==> src/rtl/gf2677_product_gen.sv <==
// gf2677_product_gen: sequential shift-and-add multiplier feeding the mod-2677
// Barrett reducer. Takes residues a, b over valid/ready, spends AW cycles
// accumulating a*b, then holds the PW-bit product until the consumer takes it.
// Optional feature macro: OPERAND_CHECK_EN adds the op_err output and forces
// the product to 0 when either operand is >= Q.
//
// Handshake: a transfer happens on any posedge where valid && ready are both
// high; valid, once raised by the producer side of this block (out_valid), is
// held with stable data until the matching ready is seen.
module gf2677_product_gen #(
    parameter int Q  = 2677,
    parameter int AW = 12,
    parameter int PW = 23
) (
    input  logic          clk,
    input  logic          rst,
    input  logic          in_valid,
    output logic          in_ready,
    input  logic [AW-1:0] a,
    input  logic [AW-1:0] b,
    output logic          out_valid,
    input  logic          out_ready,
    output logic [PW-1:0] product,
`ifdef OPERAND_CHECK_EN
    output logic          op_err,
`endif
    output logic          busy
);

    localparam int CW = (AW > 1) ? $clog2(AW) : 1;

    typedef enum logic [1:0] {
        IDLE = 2'd0,
        MUL  = 2'd1,
        DONE = 2'd2
    } state_t;

    state_t        state;
    logic [PW-1:0] acc;
    logic [PW-1:0] mcand;
    logic [AW-1:0] mplr;
    logic [CW-1:0] count;
    logic [PW-1:0] product_q;
    logic [PW-1:0] acc_next;
    logic          last_iter;
`ifdef OPERAND_CHECK_EN
    logic          err_flag;
`endif

    // Next accumulator value for the current MUL iteration (carry discarded).
    always_comb begin
        acc_next  = mplr[0] ? (acc + mcand) : acc;
        last_iter = (count == CW'(AW - 1));
    end

    // Main FSM: accept operands, iterate AW shift-and-add steps, hold result.
    always_ff @(posedge clk) begin
        if (rst) begin
            state     <= IDLE;
            acc       <= '0;
            mcand     <= '0;
            mplr      <= '0;
            count     <= '0;
            product_q <= '0;
`ifdef OPERAND_CHECK_EN
            err_flag  <= 1'b0;
`endif
        end else begin
            case (state)
                IDLE: begin
                    if (in_valid) begin
                        mcand <= {{(PW-AW){1'b0}}, a};
                        mplr  <= b;
                        acc   <= '0;
                        count <= '0;
`ifdef OPERAND_CHECK_EN
                        err_flag <= (32'(a) >= 32'(Q)) || (32'(b) >= 32'(Q));
`endif
                        state <= MUL;
                    end
                end
                MUL: begin
                    acc   <= acc_next;
                    mcand <= mcand << 1;
                    mplr  <= mplr >> 1;
                    count <= count + CW'(1);
                    if (last_iter) begin
                        // The result register holds the last product across
                        // IDLE and the next MUL, so the reducer input never
                        // shows partial sums.
`ifdef OPERAND_CHECK_EN
                        product_q <= err_flag ? '0 : acc_next;
`else
                        product_q <= acc_next;
`endif
                        state <= DONE;
                    end
                end
                DONE: begin
                    if (out_ready) begin
                        state <= IDLE;
                    end
                end
                default: state <= IDLE;
            endcase
        end
    end

    // Handshake and status outputs are pure decodes of the registered state.
    always_comb begin
        in_ready  = (state == IDLE);
        out_valid = (state == DONE);
        busy      = (state != IDLE);
        product   = product_q;
`ifdef OPERAND_CHECK_EN
        op_err    = (state == DONE) && err_flag;
`endif
    end

endmodule

==> config.mk <==
export PLATFORM = sky130hd
export DESIGN_NAME = gf2677_product_gen
export DESIGN_NICKNAME = d
export VERILOG_FILES = /design/src/rtl/gf2677_product_gen.sv
export SDC_FILE = /design/constraint.sdc
export NUM_CORES = 1
export LEC_CHECK = 0
export ABC_AREA = 1
export BUFFER_PORTS_ARGS = -buffer_cell sky130_fd_sc_hd__buf_2
export CELL_PAD_IN_SITES_DETAIL_PLACEMENT = 1
export CELL_PAD_IN_SITES_GLOBAL_PLACEMENT = 1
export CORE_ASPECT_RATIO = 0.5
export CORE_MARGIN = 8
export CORE_UTILIZATION = 30
export DETAILED_ROUTE_END_ITERATION = 16
export PLACE_DENSITY_LB_ADDON = 0.08
export SYNTH_ARGS = -nofsm -noshare
export SYNTH_HDL_FRONTEND = slang
export SYNTH_SLANG_ARGS = --single-unit
==> constraint.sdc <==
create_clock -name clk -period 1.95 [get_ports clk]
set_clock_uncertainty 0.2 [all_clocks]
set_input_delay 0.195 -clock clk [delete_from_list [all_inputs] [get_ports clk]]
set_output_delay 0.195 -clock clk [all_outputs]
set_load 0.01 [all_outputs]
==> flow_metrics.py, run 1 <==
metrics = {
    "die": {
        "num_rows": 34,
        "fp.dieW_um": 207,
        "io_pins": 54,
        "die_h_um": 111,
        "initial_core_util": 0.310,
        "core_area_um2": 17600,
        "dieArea_um2": 23000,
    },
    "detailed_routing": {
        "drt.antenna.violating_nets": 0,
        "drc": 0,
        "dr.pass1.iters": 4,
        "drt-initial-drc-count": 217,
        "totalWireLength_um": 19200,
        "via_count": 5706,
        "viasPerCell": 4.58,
        "avgRoutedWirePerCell_um": 15.4,
    },
    "place": {
        "dp_cells": 1197,
        "port_buffers": 53,
        "gp_congestion": 0.819,
        "dpl.hpwl_um": 13600,
    },
    "worst_setup_path": {
        "crit_arrival_ns": 2.16,
        "crit_type": "flop to flop",
        "critPathLaunch": "mcand[0]$_SDFFE_PP0P_",
        "rr_worst_depth": 13,
        "path_max_fanout": 4,
        "rrSetupSlack_ns": -0.15,
        "crit_required_ns": 2.01,
        "endpoint_kind": "flop",
        "worst_r2r_startpoint": "mcand[0]$_SDFFE_PP0P_",
        "start_kind": "flop",
        "r2r-end": "product[20]$_SDFFE_PP0P_",
    },
    "sta": {
        "final_hold_viol_count": 0,
        "rsz0062_at_grt": "yes",
        "fmax_mhz": 476,
        "slew_violations": 0,
        "maxSlewHeadroom": 0.721,
        "timing.final.crit_share": 1.08,
        "worstMarginPinSlew_ns": 0.418,
        "period_needed_ns": 2.10,
        "layout_setup_ws_ns": -0.152,
        "setup_viol": 21,
    },
    "synth": {
        "yosys_warnings": 0,
        "syn-num-nets": 898,
        "synth_seq_cells": 87,
        "synth_area_per_cell_um2": 6.45,
        "netlist_instances": 846,
        "mappedNetlistArea_um2": 5450,
        "synth_cell_type_count": 36,
        "ys_seq_area_frac": 0.319,
    },
    "worst_hold_path": {
        "min_to": "product[2]$_SDFFE_PP0P_",
        "whs_path_depth": 4,
        "hold_start": "rst",
        "hp-class": "input port to flop",
    },
    "cts": {
        "htree_levels": 3,
        "numClockSinks": 87,
        "tritoncts": "yes",
        "cts.reportedPaths.clkPinSlew_ns": 0.07,
        "clk_latency_ns": 0.35,
        "cts_buffers": 9,
        "clk_path_buf_depth": 2,
        "clock-root-buffer": "clkbuf_16",
    },
    "finish": {
        "area_delta_synth_final_pct": 48.8,
        "layout.cells.non_filler": 1246,
        "final_layout_size_suffix_gt1_frac": 0.407,
        "final_cell_mix": "247 x nand2_1, 107 x inv_1, 91 x buf_4",
        "nets": 1059,
        "n_antenna_cell": 0,
        "layout_commonest_cell": "nand2_1",
    },
    "global_routing": {
        "grt_pass1_vias": 6083,
        "grt_pass1_wl_um": 30800,
        "antenna_found_initial": 0,
        "grtUsageTotal": 0.167,
        "grt_max_degree": 62,
        "overflow": 0,
    },
    "run_status": {
        "outcome": "finished with violations",
        "violations": "setup timing",
    },
    "power_and_ir_drop": {
        "leakage_uw": 0.00406,
        "power.density_nw_per_um2": 523,
        "finalPower_uw": 4250,
        "ir_worst_vdd_v": 0.000396,
    },
    "job": {
        "drv_cap": 0,
    },
}
==> metrics by stage <==
stage | setup WS (ns) | hold WS, ns | setup TNS [ns] | cell area [µm²] | utilization
after detailed placement | -0.229 | 0.266 | -4.07 | 6640 | 0.378
after CTS | -0.132 | 0.0146 | -1.39 | 7610 | 0.433
final | -0.152 | 0.0210 | -1.63 | 8120 | 0.462
after global placement | -0.224 | 0.251 | -3.24 | 6640 | 0.378
after floorplan | 0.00738 | 0.136 | 0 | 5480 | -
after global routing | -0.268 | 0.0232 | -4.89 | 8120 | 0.462
==> cell usage after synthesis <==
cell type	count	area [µm²]
buf_6	2	22.5
a21oi_1	48	240
inv_2	12	45.0
nor3_1	1	5.00
nand3_1	36	180
mux2i_1	2	20.0
fa_1	1	20.0
buf_1	2	7.51
a21o_1	2	15.0
buf_2	14	70.1
ha_1	23	288
nand4_1	5	31.3
nor2_2	7	43.8
nand2_1	301	1130
and2_2	1	7.51
a22oi_1	22	165
a21oi_2	7	61.3
a31oi_1	1	6.26
buf_4	3	22.5
clkbuf_1	10	37.5
a2bb2oi_1	1	8.76
inv_1	114	428
dfxtp_1	87	1740
o21ai_1	9	45.0
nand3_4	1	17.5
nand3_2	13	130
or2_2	11	68.8
o21ai_2	2	17.5
xnor2_1	9	78.8
and2_4	1	8.76
xor2_1	5	43.8
nor2_4	6	67.6
a211oi_1	1	7.51
nand2_2	16	100
o21ai_0	7	35.0
nor2_1	63	236
==> how the worst max path moves through the flow <==
stage | endpoint | depth (start not counted)
final | product[20]$_SDFFE_PP0P_ | 13
after global routing | product[12]$_SDFFE_PP0P_ | 13
after CTS | product[20]$_SDFFE_PP0P_ | 13
after detailed placement | product[15]$_SDFFE_PP0P_ | 13
after global placement | product[15]$_SDFFE_PP0P_ | 12
after floorplan | product[12]$_SDFFE_PP0P_ | 13
==> routing by layer <==
| layer | vias to the layer above | wire length, µm | global-route usage |
|---|---|---|---|
| li1 | 2948 | - | - |
| met1 | 2710 | 9150 | 0.206 |
| met2 | 39 | 9490 | 0.298 |
| met3 | 9 | 410 | 0.0362 |
| met4 | 0 | 100 | 0.0243 |
| met5 | - | 0 | 0 |
==> cell families after synthesis <==
family,synth area share
simple gates,0.372
buf+inv,0.116
compound gates,0.110
flops,0.319
fa+ha+maj,0.0564
xor+xnor,0.0225
mux,0.00367
==> what timing repair did <==
action,4_1_cts,5_1_grt
hold buffers,25,0
setup buffers,2,6
pin swaps,19,57
setup endpoints to repair,38,39
resized for setup,90,129
endpoints found under the hold margin,25,0
==> worst max-delay path: stages, from the launching register on <==
cell     delay [ns]
dfxtp_2        0.33
ha_4           0.16
fa_2           0.42
nand3_2        0.12
nand3_4        0.12
buf_6          0.14
nand3_4        0.06
nand3_2        0.06
nand2_2        0.09
nand3_4        0.09
nand2_2        0.08
nand2_1        0.05
nand2_1        0.05
inv_1          0.03
==> sequential cells by signal, indices dropped and copies added (netlist names) <==
| signal | cells |
|---|---|
| count | 4 |
| mcand | 23 |
| product | 23 |
| acc | 23 |
| state | 2 |
| mplr | 12 |
==> area by class of cell <==
cell class	count	area, µm²
clock inverters	3	18.8
inverters	126	475
multi-input cells	602	3910
flip-flops and latches	87	1800
repair buffers	181	1370
fillers	2211	9450
clock buffers	13	250
well taps	234	293
==> power by group <==
group	internal [µW]	switching (µW)	leakage (µW)
Combinational	314	396	0.00320
Clock	900	765	0.000134
Sequential	1830	47.5	0.000724
Total	3040	1210	0.00406
Power figures use the tool's default switching activity.
==> run 2: changes to the inputs <==
- CORE_UTILIZATION: 30 -> 38
==> flow_metrics.py, run 2 (synthesis gave the netlist of run 1 again) <==
metrics = {
    "place": {
        "dpl_cell_area_um2": 6590,
        "port_buffers": 53,
        "gp_congestion": 0.833,
        "dpl.hpwl_um": 13300,
        "pre_cts_slack_ns": -0.246,
    },
    "worst_setup_path": {
        "start_kind": "flop",
        "worst_r2r_startpoint": "mcand[0]$_SDFFE_PP0P_",
        "critPathMaxStageDelay_ns": 0.41,
        "endpoint_kind": "flop",
        "crit_chain": "ha_4, fa_2, nand3_2, nand3_4, buf_4, xnor2_2, o21ai_2, nand2_1, a21oi_2",
        "path_max_fanout": 4,
        "crit_type": "flop to flop",
        "r2r-end": "acc[4]$_SDFFE_PP0P_",
        "rr_worst_depth": 9,
        "cp_slowest_cell": "fa_2",
        "rrSetupSlack_ns": -0.21,
        "crit_required_ns": 2.02,
        "crit_arrival_ns": 2.23,
    },
    "power_and_ir_drop": {
        "ir_worst_vdd_v": 0.000340,
        "power.density_nw_per_um2": 571,
        "leakage_uw": 0.00397,
    },
    "global_routing": {
        "overflow": 0,
        "grt_pass1_wl_um": 31800,
        "grt_util_met1": 0.260,
        "grt_pass1_vias": 6309,
        "grtUsageTotal": 0.213,
        "antenna_found_initial": 0,
        "grt_use_met2": 0.378,
        "grt-busiest-layer": "met2",
        "grtUsageMet3": 0.0392,
        "grt_max_degree": 62,
    },
    "finish": {
        "final_layout_size_suffix_gt1_frac": 0.395,
        "area_delta_synth_final_pct": 47.9,
        "final-seq-area_um2": 1780,
        "fin_util": 0.567,
        "fill_cells": 1803,
        "n_antenna_cell": 0,
        "final_area_um2": 8070,
        "final_cell_mix": "256 x nand2_1, 108 x inv_1, 91 x buf_4",
        "layout_commonest_cell": "nand2_1",
        "multi_input_area_um2": 3870,
        "nets": 1057,
    },
    "worst_hold_path": {
        "whs_path_depth": 5,
        "min_to": "mcand[7]$_SDFFE_PP0P_",
        "hp-class": "input port to flop",
        "hold_start": "a[7]",
    },
    "sta": {
        "slew_violations": 0,
        "layout_setup_ws_ns": -0.211,
        "worstMarginPinSlew_ns": 0.888,
        "setup_viol": 31,
        "maxSlewHeadroom": 0.407,
        "period_needed_ns": 2.16,
        "timing.final.crit_share": 1.11,
        "whs_ns": 0.0195,
        "rsz0062_at_grt": "yes",
        "final_hold_viol_count": 0,
        "fmax_mhz": 463,
    },
    "die": {
        "io_pins": 54,
        "initial_core_util": 0.383,
        "dieArea_um2": 18700,
        "num_rows": 31,
        "die_h_um": 101,
        "fp.dieW_um": 185,
        "core_area_um2": 14200,
    },
    "cts": {
        "clk_latency_ns": 0.35,
        "cts_buffers": 9,
        "clk_path_buf_depth": 2,
        "clock-root-buffer": "clkbuf_16",
        "numClockSinks": 87,
        "cts.reportedPaths.clkPinSlew_ns": 0.08,
        "tritoncts": "yes",
        "htree_levels": 3,
    },
    "detailed_routing": {
        "viasPerCell": 4.84,
        "dr.pass1.iters": 4,
        "drt-initial-drc-count": 171,
        "avgRoutedWirePerCell_um": 16.6,
        "drc": 0,
        "via_count": 5851,
        "totalWireLength_um": 20000,
        "drt.antenna.violating_nets": 0,
    },
    "job": {
        "drv_cap": 0,
    },
    "run_status": {
        "outcome": "finished with violations",
        "violations": "setup timing",
    },
}
[run 2: cell count changes in the layout (fill, tap and decap cells not counted), sizes merged, moves of 2 or more]
| cell | change |
|---|---|
| clkbuf | -4 |
| bufinv | +2 |
| clkinv | -2 |
| inv | +3 |
[run 2: layout make-up]
type	instances	share of cell area
multi-input cells	602	0.480
flip-flops and latches	87	0.221
repair buffers	179	0.168
inverters	126	0.0586
well taps	198	0.0307
clock buffers	9	0.0279
clock inverters	7	0.0140
[run 2: metal layers]
metal / share of wire / vias to the layer above
li1: - / 2937
met1: 0.45 / 2787
met2: 0.49 / 101
met3: 0.040 / 26
met4: 0.021 / 0
met5: 0 / -
[run 2: what timing repair did]
| action | CTS | global route |
|---|---|---|
| gates resized for setup | 103 | 87 |
| hold buffers | 24 | 0 |
| endpoints found under the setup margin | 39 | 43 |
| gates cloned | 0 | 0 |
| pin swaps | 30 | 19 |
| setup buffers | 5 | 5 |
| hold endpoints to repair | 24 | 0 |
[run 2: how the worst max path moves through the flow]
| stage | to | cells past startpoint | from | slack [ns] |
|---|---|---|---|---|
| floorplan | product[12]$_SDFFE_PP0P_ | 13 | acc[0]$_SDFFE_PP0P_ | 0.007 |
| CTS | product[16]$_SDFFE_PP0P_ | 14 | mcand[0]$_SDFFE_PP0P_ | -0.14 |
| detailed placement | acc[4]$_SDFFE_PP0P_ | 9 | mcand[0]$_SDFFE_PP0P_ | -0.25 |
| global route | product[8]$_SDFFE_PP0P_ | 10 | mcand[0]$_SDFFE_PP0P_ | -0.29 |
| finish | acc[4]$_SDFFE_PP0P_ | 9 | mcand[0]$_SDFFE_PP0P_ | -0.21 |
| global placement | acc[4]$_SDFFE_PP0P_ | 9 | mcand[0]$_SDFFE_PP0P_ | -0.19 |
[run 2: power breakdown]
group | total [µW] | switching [µW] | internal, µW
Combinational | 742 | 411 | 330
Clock | 1990 | 839 | 1150
Sequential | 1870 | 46.6 | 1830
[run 2: worst max-delay path: cells and delay by family, from the launching register on]
| kind | cells | cell delay (ns) |
|---|---|---|
| AND/OR/NAND/NOR | 3 | 0.33 |
| AO/OA/AOI/OAI | 2 | 0.32 |
| buffers and inverters | 1 | 0.16 |
| XOR/XNOR | 1 | 0.13 |
| flip-flops | 1 | 0.36 |
| adder cells (fa/ha/maj) | 2 | 0.57 |
[run 2: per-stage QoR]
| step | instances | TNS, ns | power [µW] |
|---|---|---|---|
| 6_report | 1208 | -3.45 | 4610 |
| 5_1_grt | 1208 | -6.49 | 4780 |
| 4_1_cts | 1203 | -1.55 | 4610 |
| 3_5_place_dp | 1158 | -4.70 | 2520 |
| 3_3_place_gp | 1158 | -3.26 | 2500 |
| 2_1_floorplan | 846 | 0 | 2250 |
